File: src/rtl/instr_fetch_responder.sv
// ============================================================================
// Module      : instr_fetch_responder
// Description : Accepts a fetch address, reads four big-endian bytes from a
//               byte-wide synchronous memory, returns the assembled word.
// Revision    : 1.0 - initial release
// ============================================================================
`default_nettype none

module instr_fetch_responder #(
    parameter int ADDR_W = 10
) (
    input  logic              clk,
    input  logic              reset,
    input  logic              flush,
    input  logic              req_valid,
    input  logic [31:0]       req_addr,
    output logic              req_ready,
    output logic              mem_rd_en,
    output logic [ADDR_W-1:0] mem_addr,
    input  logic [7:0]        mem_rdata,
    output logic              resp_valid,
    output logic [31:0]       resp_instr,
    output logic [31:0]       resp_addr,
    output logic              resp_err,
    input  logic              resp_ready
);

    typedef enum logic [1:0] {
        S_IDLE  = 2'd0,
        S_FETCH = 2'd1,
        S_DRAIN = 2'd2,
        S_RESP  = 2'd3
    } state_t;

    state_t      r_state;
    state_t      w_state_next;
    logic [1:0]  r_beat;
    logic        r_rd_en_d;
    logic        w_bad_addr;
    logic        w_accept;

    assign w_bad_addr = (req_addr[1:0] != 2'b00) || (req_addr[31:ADDR_W] != '0);
    assign w_accept   = (r_state == S_IDLE) && req_valid && !flush;

    always_ff @(posedge clk or negedge reset) begin
        if (!reset) begin
            r_state <= S_IDLE;
        end else begin
            r_state <= w_state_next;
        end
    end

    always_comb begin
        w_state_next = r_state;
        req_ready    = (r_state == S_IDLE);
        resp_valid   = (r_state == S_RESP);
        case (r_state)
            S_IDLE:  if (req_valid) w_state_next = w_bad_addr ? S_RESP : S_FETCH;
            S_FETCH: if (r_beat == 2'd3) w_state_next = S_DRAIN;
            S_DRAIN: w_state_next = S_RESP;
            S_RESP:  if (resp_ready) w_state_next = S_IDLE;
            default: w_state_next = S_IDLE;
        endcase
        // Redirect overrides everything, including a pending acceptance.
        if (flush) w_state_next = S_IDLE;
    end

    // Memory returns data one cycle after the strobe, so capture follows a
    // delayed copy of mem_rd_en; flush clears it to drop in-flight bytes.
    always_ff @(posedge clk or negedge reset) begin
        if (!reset) begin
            r_beat     <= 2'd0;
            r_rd_en_d  <= 1'b0;
            mem_rd_en  <= 1'b0;
            mem_addr   <= '0;
            resp_instr <= 32'd0;
            resp_addr  <= 32'd0;
            resp_err   <= 1'b0;
        end else if (flush) begin
            r_beat    <= 2'd0;
            r_rd_en_d <= 1'b0;
            mem_rd_en <= 1'b0;
        end else begin
            r_rd_en_d <= mem_rd_en;
            if (r_rd_en_d) begin
                resp_instr <= {resp_instr[23:0], mem_rdata};
            end
            if (w_accept) begin
                resp_addr <= req_addr;
                if (w_bad_addr) begin
                    resp_err   <= 1'b1;
                    resp_instr <= 32'd0;
                end else begin
                    resp_err  <= 1'b0;
                    r_beat    <= 2'd0;
                    mem_rd_en <= 1'b1;
                    mem_addr  <= req_addr[ADDR_W-1:0];
                end
            end
            if (r_state == S_FETCH) begin
                r_beat <= r_beat + 2'd1;
                if (r_beat == 2'd3) begin
                    mem_rd_en <= 1'b0;
                end else begin
                    mem_addr <= mem_addr + ADDR_W'(1);
                end
            end
        end
    end

endmodule

`default_nettype wire

File: config.mk
export PLATFORM = sky130hd
export DESIGN_NAME = instr_fetch_responder
export DESIGN_NICKNAME = d
export VERILOG_FILES = /design/src/rtl/instr_fetch_responder.sv
export SDC_FILE = /design/constraint.sdc
export NUM_CORES = 1
export LEC_CHECK = 0
export ABC_AREA = 1
export BUFFER_PORTS_ARGS = -buffer_cell sky130_fd_sc_hd__clkbuf_2
export CORE_MARGIN = 10
export CORE_UTILIZATION = 51
export DETAILED_ROUTE_END_ITERATION = 12
export PLACE_DENSITY = 0.84
export SYNTH_ARGS = -nofsm -noshare
export SYNTH_HDL_FRONTEND = slang
export SYNTH_SLANG_ARGS = --single-unit
File: constraint.sdc
create_clock -name clk -period 2.1 [get_ports clk]
set_clock_uncertainty 0.15 [all_clocks]
set_input_delay 0 -clock clk [delete_from_list [all_inputs] [get_ports clk]]
set_output_delay 0 -clock clk [all_outputs]
set_load 0.01 [all_outputs]
* Word level (Yosys, flattened, before mapping)
Cells that the tools add are included.
** Cells by class
- Add/subtract/negate cells :: 2
- Multipliers :: 0
- Divide/modulo/power cells :: 0
- Order comparisons :: 0
- Equal/unequal tests :: 8
- Shifts and indexed selects :: 0
- Mux-type cells :: 24
- Bitwise operators :: 1
- Reduce and logical (&&, ||, !) cells :: 11
** Operators by type and width (number)
- 32-bit 2-to-1 mux :: 3
- 10-bit 2-to-1 mux :: 4
- 22-bit nonzero test :: 1
- 2-bit 2-to-1 mux :: 9
- 10-bit by 1-bit adder with 10-bit output, second input constant :: 1
- 2-bit case mux with 4 select lines :: 1
- 1-bit 2-to-1 mux :: 7
- 2-bit == test, second input constant :: 3
- 3-bit by 2-bit inequality test with 1-bit output, second input constant :: 2
- 3-bit inequality test, second input constant :: 2
- 2-bit AND reduction :: 2
- 3-bit AND reduction :: 1
- 3-bit nonzero test :: 1
- 2-bit by 1-bit adder with 2-bit output, second input constant :: 1
- 2-bit by 1-bit == test with 1-bit output, second input constant :: 1
- 1-bit logical AND :: 2
- 2-bit zero test :: 1
- 2-bit nonzero test :: 1
- 1-bit zero test :: 1
- 1-bit logical OR :: 1
- 1-bit inverter :: 1
** Storage, ports and cells
- Bits in registers :: 81
- Latch bits :: 0
- Bits in writable memories :: 0
- ROM bits :: 0
- Output and inout port bits :: 78
- Memories kept :: 0

* Longest topological paths before layout
Gate-level depths: netlist of the first run.
- Word-level depth :: 7
- Gate-level depth with buffers :: 11
- Depth with buffers taken out :: 11

* Worst setup path after synthesis of the first run
No wires, ideal clock.
- Kind :: flip-flop to flip-flop
- Start point :: reg r_state[0]
- End point :: reg mem_addr[9]
- Library setup time :: 116 ps
- Data arrival time :: 1465 ps
- Required time :: 1834 ps
- Setup slack :: 368 ps
- Cell stages (with the launch flop) :: 10
- Path buffers :: 0
- Clock period less this slack :: 1732 ps
- Cells stage by stage :: dfrtp_1 > inv_1 > ha_1 > nand2_1 > nor2_4 > nand4_2 > nand2_1 > nand3_1 > nand2_1 > nand2_1
** On the way
- Longest elaborated chain between the ends :: 6
- Elaborated cells on any way between the ends :: 7
- Those cells by class :: eq/ne (1); mux (3); reduce/logical (3)
** Ends and longest elaborated chain
- from (decl) :: line 35 : state_t r_state;
- from (signal assigned) :: line 49 : r_state <= w_state_next;
- 2-bit zero test (*)
- via req_ready :: line 17 : output logic req_ready,
- 1-bit logical AND (*) (2 in a row) :: line 43 : assign w_accept = (r_state == S_IDLE) && req_valid && !flush;
- 10-bit 2-to-1 mux (*) :: line 88 : if (w_accept) begin
- 10-bit 2-to-1 mux :: line 102 : if (r_beat == 2'd3) begin
- 10-bit 2-to-1 mux (*) :: line 100 : if (r_state == S_FETCH) begin
- to (signal assigned) :: line 97 : mem_addr <= req_addr[ADDR_W-1:0];
- to (signal assigned) :: line 105 : mem_addr <= mem_addr + ADDR_W'(1);
- to (decl) :: line 19 : output logic [ADDR_W-1:0] mem_addr,
Mark *: on every way through the listed nets, which the timed path passes. The rest lies on a longest branch.
A chain may end at the register's enable or synchronous reset.

* Worst setup path after layout of the first run
- Start point :: reg r_state[0]
- End point :: reg mem_addr[3]
** On the way
- Longest elaborated chain between the ends :: 6
- Elaborated cells on any way between the ends :: 7
- Those cells by class :: eq/ne (1); mux (3); reduce/logical (3)
** Ends and longest elaborated chain (line)
- 2-bit zero test :: 43
- 1-bit logical AND (2 in a row) :: 43
- 10-bit 2-to-1 mux :: 88
- 10-bit 2-to-1 mux :: 102
- 10-bit 2-to-1 mux (*) :: 100
Mark *: on every way between the ends. The rest lies on a longest branch, timed or not.

==> run summary, run 1 <==
During synthesis, Yosys emitted a total of 0 warnings. VDD sags by at most 0.724 mV. The number of global-route vias before repair is 3721.

The tightest min-delay check is of the primary input to async pin type. From bottom edge to top edge, the die measures 107 µm. The net switching fraction of the power is 37.6%.

The tree is rooted in a clkbuf_8. For the post-cts sizing count, the log shows 0. In this run the static leakage power is 2.80 nW.

The tools report the design internal power as 0.00346 W. Post-synthesis instance area: 3900 µm². Measured along the x axis, the die boundary spans 107 µm. After layout, the worst path uses 91.4% of the clock period. The clock passes through at most 2 buffers. The flow ran to the end, and the final reports show no timing, DRC or antenna violations. TritonCTS built the clock tree. Summing all placed instances gives a cell area of 4630 µm². Synthesis produced 449 cells. The total wire length after detailed routing was 10.8 mm; the post-synthesis to final-layout area growth was 36.7%. STA classifies the critical path endpoint as a flip-flop. The analysis attributes to net switching a power of 0.00209 W. The global-route wire length before repair was 18.5 mm. Per report_power, the sequential group accounts for 41.7% of the total. Setup repair after global routing left no endpoint under its margin.

The worst-path maximum fanout is 9. The post-detailed-route via-to-cell ratio was 5.03. Counting flops and latches in the post-synthesis netlist gives 81. The number of inserted filler cells in the final layout was 520.

The first TritonRoute pass finished after 4 iterations. Mean routed wirelength per cell: 14.9 µm. The total global-route track usage was 19.5%. The type of the setup path with the least slack is flip-flop to flip-flop. The post-route netlist has 30.5% of its cells at a drive strength greater than 1. Launching element of the worst setup path: r_state[0].

Distinct cell type count of the synthesized netlist: 24. The startpoint type of the worst setup path is a flip-flop. Setup violations remaining at the end of the flow were counted as 0. After global routing the overflow that remains totals 0. Summing all non-filler instances in the final layout gives an area of 5330 µm². The average instance in the mapped netlist occupies 8.68 µm². Across all layers, the routed design uses 3629 vias. After the last flow step, the layout net total stands at 669. At the end of routability-driven placement, the weighted congestion stood at 0.859. Cell accounting for the most synthesized area: dfrtp_1. The tools report the clock network power share as 23.9%.

The portion of the post-synthesis area used by sequential elements was 52.0%. 123 I/O pins were placed. The final antenna-violating net count is 0, and the top-area cell type share of the netlist area is 52.0%. The power density normalized to cell area came out at 1040 nW/µm². The count of routing violations after the opening detailed-route iteration is 167, and the total count of hold-check failures in the final report is 0. The tools report the max capacitance violation total as 0.

The H-tree was split into 3 levels. The startpoint identified for the worst register-to-register timing path is r_state[0]. Combinational logic is responsible for 34.4% of the overall power. In this run the tool buffered the top-level ports with 122 buffer cells. Summed over all nets, the half-perimeter wirelength after detailed placement is 7.56 mm. The setup TNS came out at 0 ns. For the worst-skew pair, the clock arrives at the later sink with an insertion delay of 0.35 ns. The achievable clock frequency was 521 MHz; the net count after synthesis was 500. The count of pins over their slew limit is 0. After synthesis, the cell types taking the most area are dfrtp_1 52%, nand2_1 14%, a211oi_2 9.0%. The total area inside the core boundary comes to 7330 µm². The floorplan has 31 rows. Clock-pin slew was measured on the worst setup and hold paths at 0.09 ns.

For the finished layout, the period the worst path requires is 1.92 ns. The worst slew margin relative to its limit was 36.9%. The tools report the die outline area as 11500 µm². At the worst endpoint, the required time is 2.19 ns. TritonCTS created 9 clock buffers. The run gives 81 as the number of clock sinks seen by CTS. For the pin with the worst max-slew slack, the measured transition is 0.943 ns.

0 antenna diodes ended up in the layout. At the worst endpoint, the arrival time is 2.01 ns. Entering global routing, the biggest net connects 48 pins.

After clock tree synthesis, the setup repair step added 0 buffers. The logs give 0 for the DRC violation count after routing and 53.2% for the starting density of the core. For the number of antenna violations at the first check in global routing, the log shows 0. For this design, the CTS-stage hold fixing added 46 buffers.
==> registers in the layout, summed over array words and instances, names as in the netlist <==
signal      flops
mem_rd_en       1
r_beat          2
resp_addr      32
r_state         2
resp_err        1
resp_instr     32
mem_addr       10
r_rd_en_d       1
==> final timing paths <==
| path | slack [ns] | to | depth (start not counted) |
|---|---|---|---|
| setup / recovery | 0.18 | mem_addr[3] | 9 |
| hold / removal | 0.01 | resp_instr[5] | 3 |
| setup reg to reg | 0.18 | mem_addr[3] | 9 |
| hold reg to reg | 0.32 | resp_addr[16] | 2 |
| max in group asynchronous | 0.47 | resp_addr[20] | 3 |
| min in group clk | 0.25 | resp_addr[29] | 4 |
==> critical path, stage by stage, from the launching register on <==
cell and delay (ns):
dfrtp_1 0.44, inv_1 0.10, ha_1 0.19, nand2_1 0.11, nor2_4 0.18, nand4_2 0.29, nand2_1 0.15, nand3_1 0.09
nand2_1 0.07, nand2_1 0.04
==> cells by family (layout without fill, tap and decap cells) <==
logic type	after synthesis	after routing	synth area share (%)
simple gates	243	243	26.3
flops	81	81	52.0
buf+inv	62	236	6.81
fa+ha+maj	6	6	1.93
compound gates	57	57	13.0
==> routing by layer <==
layer	global-route usage (%)	up-vias	routed length [µm]
met2	32.2	129	5280
met3	6.47	24	759
met4	6.01	0	253
li1	-	1750	-
met1	23.6	1726	4500
met5	0	-	0
==> cells in the mapped netlist <==
cell type and n:
a211oi_2 28, ha_1 6, nand2_1 149, nand3_1 14, a211oi_1 2, buf_6 3, inv_1 41, nor2_4 6
o21ai_1 3, clkbuf_1 3, o21ai_0 10, nor3_2 3, dfrtp_1 81, buf_1 3, a21oi_1 11, nand3_4 1
nor2_1 65, nor3_1 2, nand2_2 2, o211ai_1 2, nand4_2 1, buf_2 8, inv_2 4, a31oi_1 1
==> placed cells by master (no fill, tap or decap), types with 3 or more instances in the layout <==
master	Yosys	layout
a211oi_2	28	28
a21oi_1	11	11
buf_12	0	3
buf_4	0	5
clkbuf_2	0	121
clkbuf_8	0	11
dfrtp_1	81	81
dlygate4sd3_1	0	46
ha_1	6	6
inv_1	41	41
inv_2	4	4
nand2_1	149	149
nand3_1	14	14
nor2_1	65	65
nor2_4	6	6
nor3_2	3	3
o21ai_0	10	10
o21ai_1	3	3
==> power groups by stage <==
stage	combinational (W)	sequential (W)	clock [W]
global placement	0.00176	0.00230	0
global route	0.00215	0.00238	0.00143
CTS	0.00192	0.00230	0.00134
detailed placement	0.00184	0.00232	0
floorplan	0.000888	0.00247	0
finish	0.00191	0.00231	0.00132
==> metrics by stage <==
| stage | power (W) | setup slack, ns | hold WS, ns | std cells | util [%] |
|---|---|---|---|---|---|
| floorplan | 0.00335 | 0.368 | -0.446 | 449 | - |
| global placement | 0.00406 | 0.333 | -0.173 | 660 | 63.1 |
| detailed placement | 0.00417 | 0.240 | -0.169 | 660 | 63.1 |
| CTS | 0.00557 | 0.202 | 0.0222 | 722 | 72.7 |
| global route | 0.00596 | 0.0503 | 0.0555 | 722 | 72.7 |
| finish | 0.00555 | 0.182 | 0.0104 | 722 | 72.7 |
==> layout make-up <==
class,count,area (µm²),share of cell area [%]
flip-flops and latches,81,2030,38.1
multi-input cells,306,1610,30.1
repair buffers,175,1160,21.8
inverters,45,169,3.17
clock buffers,11,151,2.84
well taps,99,124,2.33
clock inverters,5,86.3,1.62
No activity file was read; power rests on OpenSTA's default activity.
==> run 2, diff against run 1 <==
CORE_UTILIZATION = 55   (was 51)
PLACE_DENSITY = 0.89   (was 0.84)
clock period = 2.4 ns   (was 2.1 ns; I/O delays follow)
==> run 2 against run 1 <==
Against the previous run: register-to-register slack improved by 0.04 ns; via count rose by 3.0%; highest routed layer unchanged; worst setup slack improved by 0.044 ns; critical path type unchanged; clock-buffer cell count is 1 lower; first-iteration DRC count up 32%.
==> run summary, run 2 (same netlist as run 1, synthesis figures left out) <==
The run finished with clean final reports. The die boundary width came out at 104 µm (-3.0%). The power density normalized to cell area is 911 nW/µm² (-13%), and the total via count after detailed routing is 3738 (+3.0%). The number of stages on the worst hold path came out at 5.

The global-route wire length before repair came out at 18.9 mm (+2.2%). The number of inserted filler cells in the final layout is 462 (-11%). The worst hold path begins at req_valid. Cell count after placement: 654 (-0.91%). The fraction of layout cells with a size suffix above 1 works out to 29.9% (-0.63 points). The critical path in this run is classified as flip-flop to flip-flop. The net switching power was 0.00185 W (-12%). The worst setup path is captured at a flip-flop. The tightest min-delay check is of the primary input to flip-flop type.

The number of buffers inserted for hold repair after clock tree synthesis was 52 (+13%). The utilization after layout is 78.0% (+5.3 points), and the total number of placement rows is 30 (-3.2%). The post-detailed-route via-to-cell ratio was 5.17 (+2.9%). For hold timing, the worst endpoint is resp_err. Non-filler instance count after layout: 723 (+0.14%).

The final period utilization is 90.6% (-0.74 points), and the CTS buffer count is 9 (unchanged). Slew at the pin with the worst max-slew slack: 0.979 ns (+0.0358 ns). The kind of cell with the highest combined delay along the critical path is buffers and inverters. The first-pass detailed-route iteration total is 8 (+4).

The post-synthesis to final-layout area growth is 36.7% (about the same). The boundary pin count is 123 (unchanged), and the H-tree depth reported by CTS is 3 (unchanged). The number of buffers between clock root and the deepest sink is 2 (unchanged).

The cell with the most instances on the worst path was nand2_1. Worst flop-to-flop path startpoint: r_state[0]. The most frequent standard cell in the layout excluding fill and tap cells was nand2_1. The setup slack of the most critical reg-to-reg path is 0.23 ns (+0.04 ns), and the highest cell delay on the worst timing path is 0.59 ns (+0.15 ns). Endpoint required time on the critical path: 2.54 ns (+0.35 ns). The die height works out to 104 µm (-3.0%).

The run gives 0 (unchanged) as the leftover overflow at the end of global routing. The tools report the number of clock sinks seen by CTS as 81 (unchanged). The worst slew margin relative to its limit came out at 34.7% (-2.2 points). The final RePlAce weighted congestion is 0.873 (+1.6%), and the net count of the finished layout is 672 (+0.45%). For the number of failing setup endpoints in the final timing report, the log shows 0 (unchanged).

The post-cts sizing count was 0 (unchanged). The count of pins over their slew limit is 0 (unchanged), and the setup TNS is 0 ns (unchanged). The root buffer cell chosen for the clock tree is clkbuf_8.

The final antenna-violating net count is 0 (unchanged), and the worst-path maximum fanout is 15 (+6). The logs give 220 (+32%) for the count of routing violations after the opening detailed-route iteration and 3861 (+3.8%) for the number of global-route vias before repair. For this design, the slowest cell found on the critical path is dlygate4sd3_1. The post-route minimum period came out at 2.17 ns (+0.256 ns). The tools report the endpoint of the worst-slack reg-to-reg timing path as resp_addr[12]. The net switching fraction of the power works out to 38.1% (+0.44 points). The library cells used most frequently in the layout, excluding fill and tap cells, are 149 x nand2_1, 121 x clkbuf_2, 81 x dfrtp_1, 65 x nor2_1, 52 x dlygate4sd3_1. The logs give 0.00300 W (-13%) for the design internal power and 6830 µm² (-6.8%) for the area of the core. For the total global-route track usage, the log shows 21.0% (+1.4 points). The logs give 2.31 ns (+0.30 ns) for the endpoint arrival time on the critical path and 42.0% (+0.3 points) for the share of power burned in registers. The largest registers in the layout are resp_addr (32), resp_instr (32), mem_addr (10). The clock insertion delay at the later pin of the skew report was 0.34 ns (about the same); the achievable clock frequency was 460 MHz (-12%). The pin count of the biggest net entering global routing is 82 (+71%), and the max capacitance violation total is 0 (unchanged).

The tools report the total wire length after detailed routing as 11.4 mm (+6.1%). For the number of antenna violations at the first check in global routing, the log shows 1 (+1). The total count of hold-check failures in the final report was 0 (unchanged). The die outline area was 10900 µm² (-5.9%). The tools report the startpoint type of the worst setup path as a flip-flop. For the cell leakage power, the log shows 2.77 nW (-0.96%). The critical path buffer and inverter count is 2 (+1). The run gives 0 (unchanged) as the DRC violation count after routing.

The signal on the critical path passes through inv_1 -> ha_1 -> nand2_1 -> nor2_4 -> nand2_1 -> dlygate4sd3_1 -> nand2_1. The total of buffers placed on input and output ports works out to 122 (unchanged). Setup repair after global routing left no endpoint under its margin. The starting density of the core is 57.1% (+3.9 points). TritonCTS built the clock tree. Worst-case vdd ir drop: 0.582 mV (-20%). The mean routed wirelength per cell is 15.8 µm (+5.9%), and the post-CTS setup buffer count is 0 (unchanged). The post-CTS clock slew at the launch and capture registers of the worst setup and hold paths is 0.08 ns (about the same).

The cell count of the worst reg-to-reg path was 7 (-2); the clock network power share was 23.0% (-0.9 points). The power share of the combinational group came out at 35.0% (+0.6 points). Sum of net half-perimeters after detailed placement: 7.63 mm (+0.94%).
==> run 2: changes by cell type in the layout (fill, tap and decap cells not counted) <==
| cell | before | now |
|---|---|---|
| buf_4 | 5 | 4 |
| clkinv_4 | 2 | 1 |
| dlygate4sd3_1 | 46 | 52 |
| diode_2 | 0 | 1 |
| clkbuf_8 | 11 | 10 |
| clkinv_2 | 0 | 1 |
| clkinvlp_4 | 0 | 1 |
| buf_12 | 3 | 1 |
==> run 2: tightest hold or removal path, cell delays in order <==
cell	delay, ns
clkbuf_2	0.09
nand2_1	0.13
nor2_4	0.10
nand2_2	0.09
nand2_1	0.05
==> run 2: per-layer routing <==
metal	wire length [µm]	part of all wire, %	global-route usage [%]
met1	4550	40	23.8
met2	5820	51	36.3
met3	688	6.0	5.45
met4	395	3.5	9.15
met5	0	0	0
==> run 2: worst max path at each step <==
stage                     cells after the start       endpoint       start  slack [ns]
after detailed placement                      9    mem_addr[0]  r_state[0]        0.34
after global placement                        9    mem_addr[0]  r_state[0]        0.43
after floorplan                               9    mem_addr[9]  r_state[0]        0.67
final                                         7  resp_addr[12]  r_state[0]        0.23
after global routing                          9    mem_addr[0]  r_state[0]        0.05
after CTS                                     7   resp_addr[9]  r_state[0]        0.29
==> run 2: final cells by class <==
class	instances	area (µm²)	area share (%)
clock inverter	6	90.1	1.69
timing repair buffer	178	1180	22.1
tap	96	120	2.25
inverter	45	169	3.17
sequential	81	2030	38.0
antenna	1	2.50	0.0470
clock buffer	10	138	2.58
multi-input combinational	306	1610	30.1
==> run 2: stage by stage <==
step | total power (W) | hold WS [ns] | cell area [µm²] | setup slack [ns]
after floorplan | 0.00293 | -0.446 | 3900 | 0.668
after global placement | 0.00355 | 0.0678 | 4580 | 0.431
after detailed placement | 0.00363 | 0.0707 | 4580 | 0.336
after CTS | 0.00483 | 0.00105 | 5330 | 0.286
after global routing | 0.00517 | 0.0308 | 5330 | 0.0530
final | 0.00485 | 0.0216 | 5330 | 0.225
==> run 2: power groups by stage <==
stage          sequential, W  combinational, W  clock [W]
6_report             0.00204           0.00170    0.00112
3_5_place_dp         0.00204           0.00159          0
5_1_grt              0.00208           0.00190    0.00119
4_1_cts              0.00202           0.00168    0.00114
2_1_floorplan        0.00216          0.000777          0
3_3_place_gp         0.00202           0.00153          0
==> run 3, diff against run 2 <==
ABC_AREA = default   (was 1)
CAP_MARGIN = 25   (was default)
CORE_UTILIZATION = 53   (was 55)
PLACE_DENSITY = 0.88   (was 0.89)
==> run 3 against run 2 <==
Against the previous run: synthesized area fell by 10%; hold slack gained 0.25 ns; flip-flop and latch count stayed put; global-route usage shrank 1.0 points; critical path depth stayed put; via count decreased by 16%; total power down 3.9%; first-iteration DRC count fell by 3.2%; routed wire length decreased by 6.6%; non-clock buffer count is 3 lower; register-to-register slack better by 0.10 ns.
==> run summary, run 3 <==
The power density normalized to cell area is 954 nW/µm² (+4.8%). The area of the multi-input gates was 1370 µm² (-15%); the sum of net half-perimeters after detailed placement was 6.55 mm (-14%). The final RePlAce weighted congestion came out at 0.822 (-5.9%).

Relative to the synthesized area, the layout overhead comes to 39.4%. STA classifies the critical path endpoint as a flip-flop. The run gives 16.6 mm (-12%) as the global-route wire length before repair.

The cell count after placement is 517 (-21%). Yosys attributes the largest share of cell area to dfrtp_1 58%, mux2_2 10%, nand2_1 7.8%. The run gives 10300 µm² (-5.5%) as the die outline area. The post-detailed-route via-to-cell ratio works out to 5.42 (+4.8%). The number of inserted filler cells in the final layout came out at 386 (-16%).

The cell accounting for the most synthesized area was dfrtp_1. The mean routed wirelength per cell was 18.5 µm (+17%). TritonCTS built the clock tree. For the register cell area after layout, the log shows 2030 µm² (unchanged). The leftover overflow at the end of global routing is 0 (unchanged).

STA classifies the critical path startpoint as a primary input. The logs give 2.36 nW (-15%) for the cell leakage power and 0 (unchanged) for the DRC violation count after routing. The flip-flop and latch count after synthesis is 81 (unchanged), and the fraction of registers with async set or reset after synthesis is 100% (unchanged).

The tools report the number of clock sinks seen by CTS as 81 (unchanged). For the CTS buffer count, the log shows 9 (unchanged). For the post-cts sizing count, the log shows 0 (unchanged). The distinct cell type count of the synthesized netlist was 31 (+29%); the non-filler instance count after layout was 577 (-20%).

Cell count of the worst reg-to-reg path: 6 (-1). Setup repair after global routing left no endpoint under its margin. The number of buffers between clock root and the deepest sink is 2 (unchanged), and the top-area cell type share of the netlist area is 57.9% (+5.9 points). For the clock insertion delay at the later pin of the skew report, the log shows 0.34 ns (about the same). The total count of hold-check failures in the final report was 0 (unchanged).

The cell count after synthesis is 329 (-27%). The worst-path maximum fanout was 4 (-11); the synthesized area per cell was 10.6 µm² (+23%). Number of stages on the worst hold path: 4 (-1). Final period utilization: 89.3% (-1.3 points). The logs give 6390 µm² (-6.5%) for the area of the core and 0.833 mV (+43%) for the worst-case vdd ir drop. The number of antenna violations at the first check in global routing was 1 (unchanged); the net count of the finished layout was 548 (-18%).

The starting density of the core was 54.8% (-2.2 points). The achievable clock frequency was 467 MHz (+1.5%). The total wire length after detailed routing came out at 10.7 mm (-6.6%). The count of routing violations after the opening detailed-route iteration was 213 (-3.2%); the endpoint arrival time on the critical path was 2.22 ns (-0.09 ns). The count of warnings emitted by yosys is 0 (unchanged). In the layout the commonest cells are 121 x clkbuf_2, 81 x dfrtp_1, 73 x nand2_1, 47 x a21oi_1, 45 x dlygate4sd3_1. The number of failing setup endpoints in the final timing report is 0 (unchanged). The die boundary width was 101 µm (-2.8%). Ranked by instance count, the synthesized netlist is headed by 81 x dfrtp_1, 73 x nand2_1, 47 x a21oi_1.

The fraction of layout cells with a size suffix above 1 is 36.1% (+6.2 points), and the total of buffers placed on input and output ports is 122 (unchanged). The largest registers in the layout are resp_addr (32), resp_instr (32), mem_addr (10). Predominant post-synthesis flop cell: dfrtp_1.

The total via count after detailed routing is 3126 (-16%). The H-tree depth reported by CTS was 3 (unchanged). The logs give 4180 µm² (-8.6%) for the instance area at placement and 19.9% (-1.0 points) for the total global-route track usage.

The max capacitance violation total is 0 (unchanged). The flow ran to the end, and the final reports show no timing, DRC or antenna violations. The logs give 3273 (-15%) for the number of global-route vias before repair and 0 (unchanged) for the count of pins over their slew limit. Cell at the root of the clock tree: clkbuf_8. For the setup TNS, the log shows 0 ns (unchanged).

The total number of placement rows was 29 (-3.3%); the post-CTS clock slew at the launch and capture registers of the worst setup and hold paths was 0.08 ns (about the same). The library cell used most frequently in the layout, excluding fill and tap cells, is clkbuf_2. The first-pass detailed-route iteration total came out at 4 (-4).

The slew at the pin with the worst max-slew slack works out to 0.447 ns (-0.533 ns). For the portion of the post-synthesis area used by sequential elements, the log shows 57.9% (+5.9 points). The boundary pin count was 123 (unchanged). For the final standard cell area without fillers, the log shows 4880 µm² (-8.3%). Among all cell types in the netlist, the one instantiated most often is dfrtp_1. The tightest min-delay check is of the primary input to flip-flop type. The tools report the pin count of the biggest net entering global routing as 82 (unchanged). The run gives 2.48 ns (-0.06 ns) as the endpoint required time on the critical path. The die height is 101 µm (-2.8%), and the worst slew margin relative to its limit is 70.1% (+35 points).

The number of flops mapped to enable cells by yosys came out at 0 (unchanged). The run gives 3500 µm² (-10%) as the post-synthesis instance area. By startpoint and endpoint, the worst setup path is classified as primary input to flip-flop. The post-route minimum period was 2.14 ns (-0.0322 ns). The logs give 0 (unchanged) for the final antenna-violating net count and 380 (-24%) for the net count after synthesis.
run 3: path summary, 6_finish.rpt:
| kind | endpoint | startpoint | slack, ns |
|---|---|---|---|
| worst max register to register | resp_addr[12] | r_state[0] | 0.33 |
| min in group asynchronous | resp_addr[12] | reset | 0.44 |
| worst min register to register | resp_addr[9] | resp_addr[9] | 0.33 |
| worst min-delay path | resp_instr[5] | mem_rdata[5] | 0.28 |
| worst max-delay path | mem_addr[0] | req_addr[20] | 0.26 |
| max in group asynchronous | resp_addr[8] | reset | 1.09 |
run 3: what timing repair did:
item | CTS | global route
endpoints found under the hold margin | 135 | 6
setup buffers | 0 | 0
hold buffers | 44 | 1
run 3: routing by layer:
layer  part of all wire [%]  up-vias  global-route usage [%]
met1                     39     1499                    23.2
met2                     52      146                    34.6
li1                       -     1462                       -
met5                      0        -                       0
met3                    7.4       19                    5.45
met4                    1.6        0                    6.75
run 3: layout make-up:
cell class	instances	share of cell area, %
Sequential cell	81	41.5
Multi-Input combinational cell	223	28.0
Timing Repair Buffer	175	23.4
Clock buffer	9	2.54
Tap cell	77	1.97
Clock inverter	4	1.95
Inverter	7	0.538
Antenna cell	1	0.0512
run 3: where the power goes:
group	switching (W)	internal [W]
Clock	0.000474	0.000673
Sequential	0.000280	0.00173
Combinational	0.000782	0.000721
run 3: logic make-up (layout without fill, tap and decap cells):
family / after synthesis / count (layout) / synth area share (%)
adder cells (fa/ha/maj): 6 / 6 / 2.14
flip-flops: 81 / 81 / 57.9
XOR/XNOR: 1 / 1 / 0.250
buffers and inverters: 25 / 195 / 3.18
AND/OR/NAND/NOR: 114 / 114 / 14.4
AO/OA/AOI/OAI: 63 / 63 / 9.82
multiplexers: 39 / 39 / 12.3
other: 0 / 1 / 0
run 3: metrics by stage:
step           power, W  setup WS [ns]  utilization, %  hold WS, ns
4_1_cts         0.00462          0.345            75.8        0.251
5_1_grt         0.00491          0.180            76.5        0.301
6_report        0.00466          0.257            76.5        0.276
2_1_floorplan   0.00279          0.424               -       -0.446
3_3_place_gp    0.00336          0.459            65.5       0.0658
3_5_place_dp    0.00343          0.371            65.5       0.0780
run 3: critical path, cell delays in order:
cell	delay [ns]
dlygate4sd3_1	0.54
clkbuf_2	0.12
nor4_1	0.39
nand4_1	0.35
nor3_2	0.39
o21bai_1	0.15
mux2_2	0.27
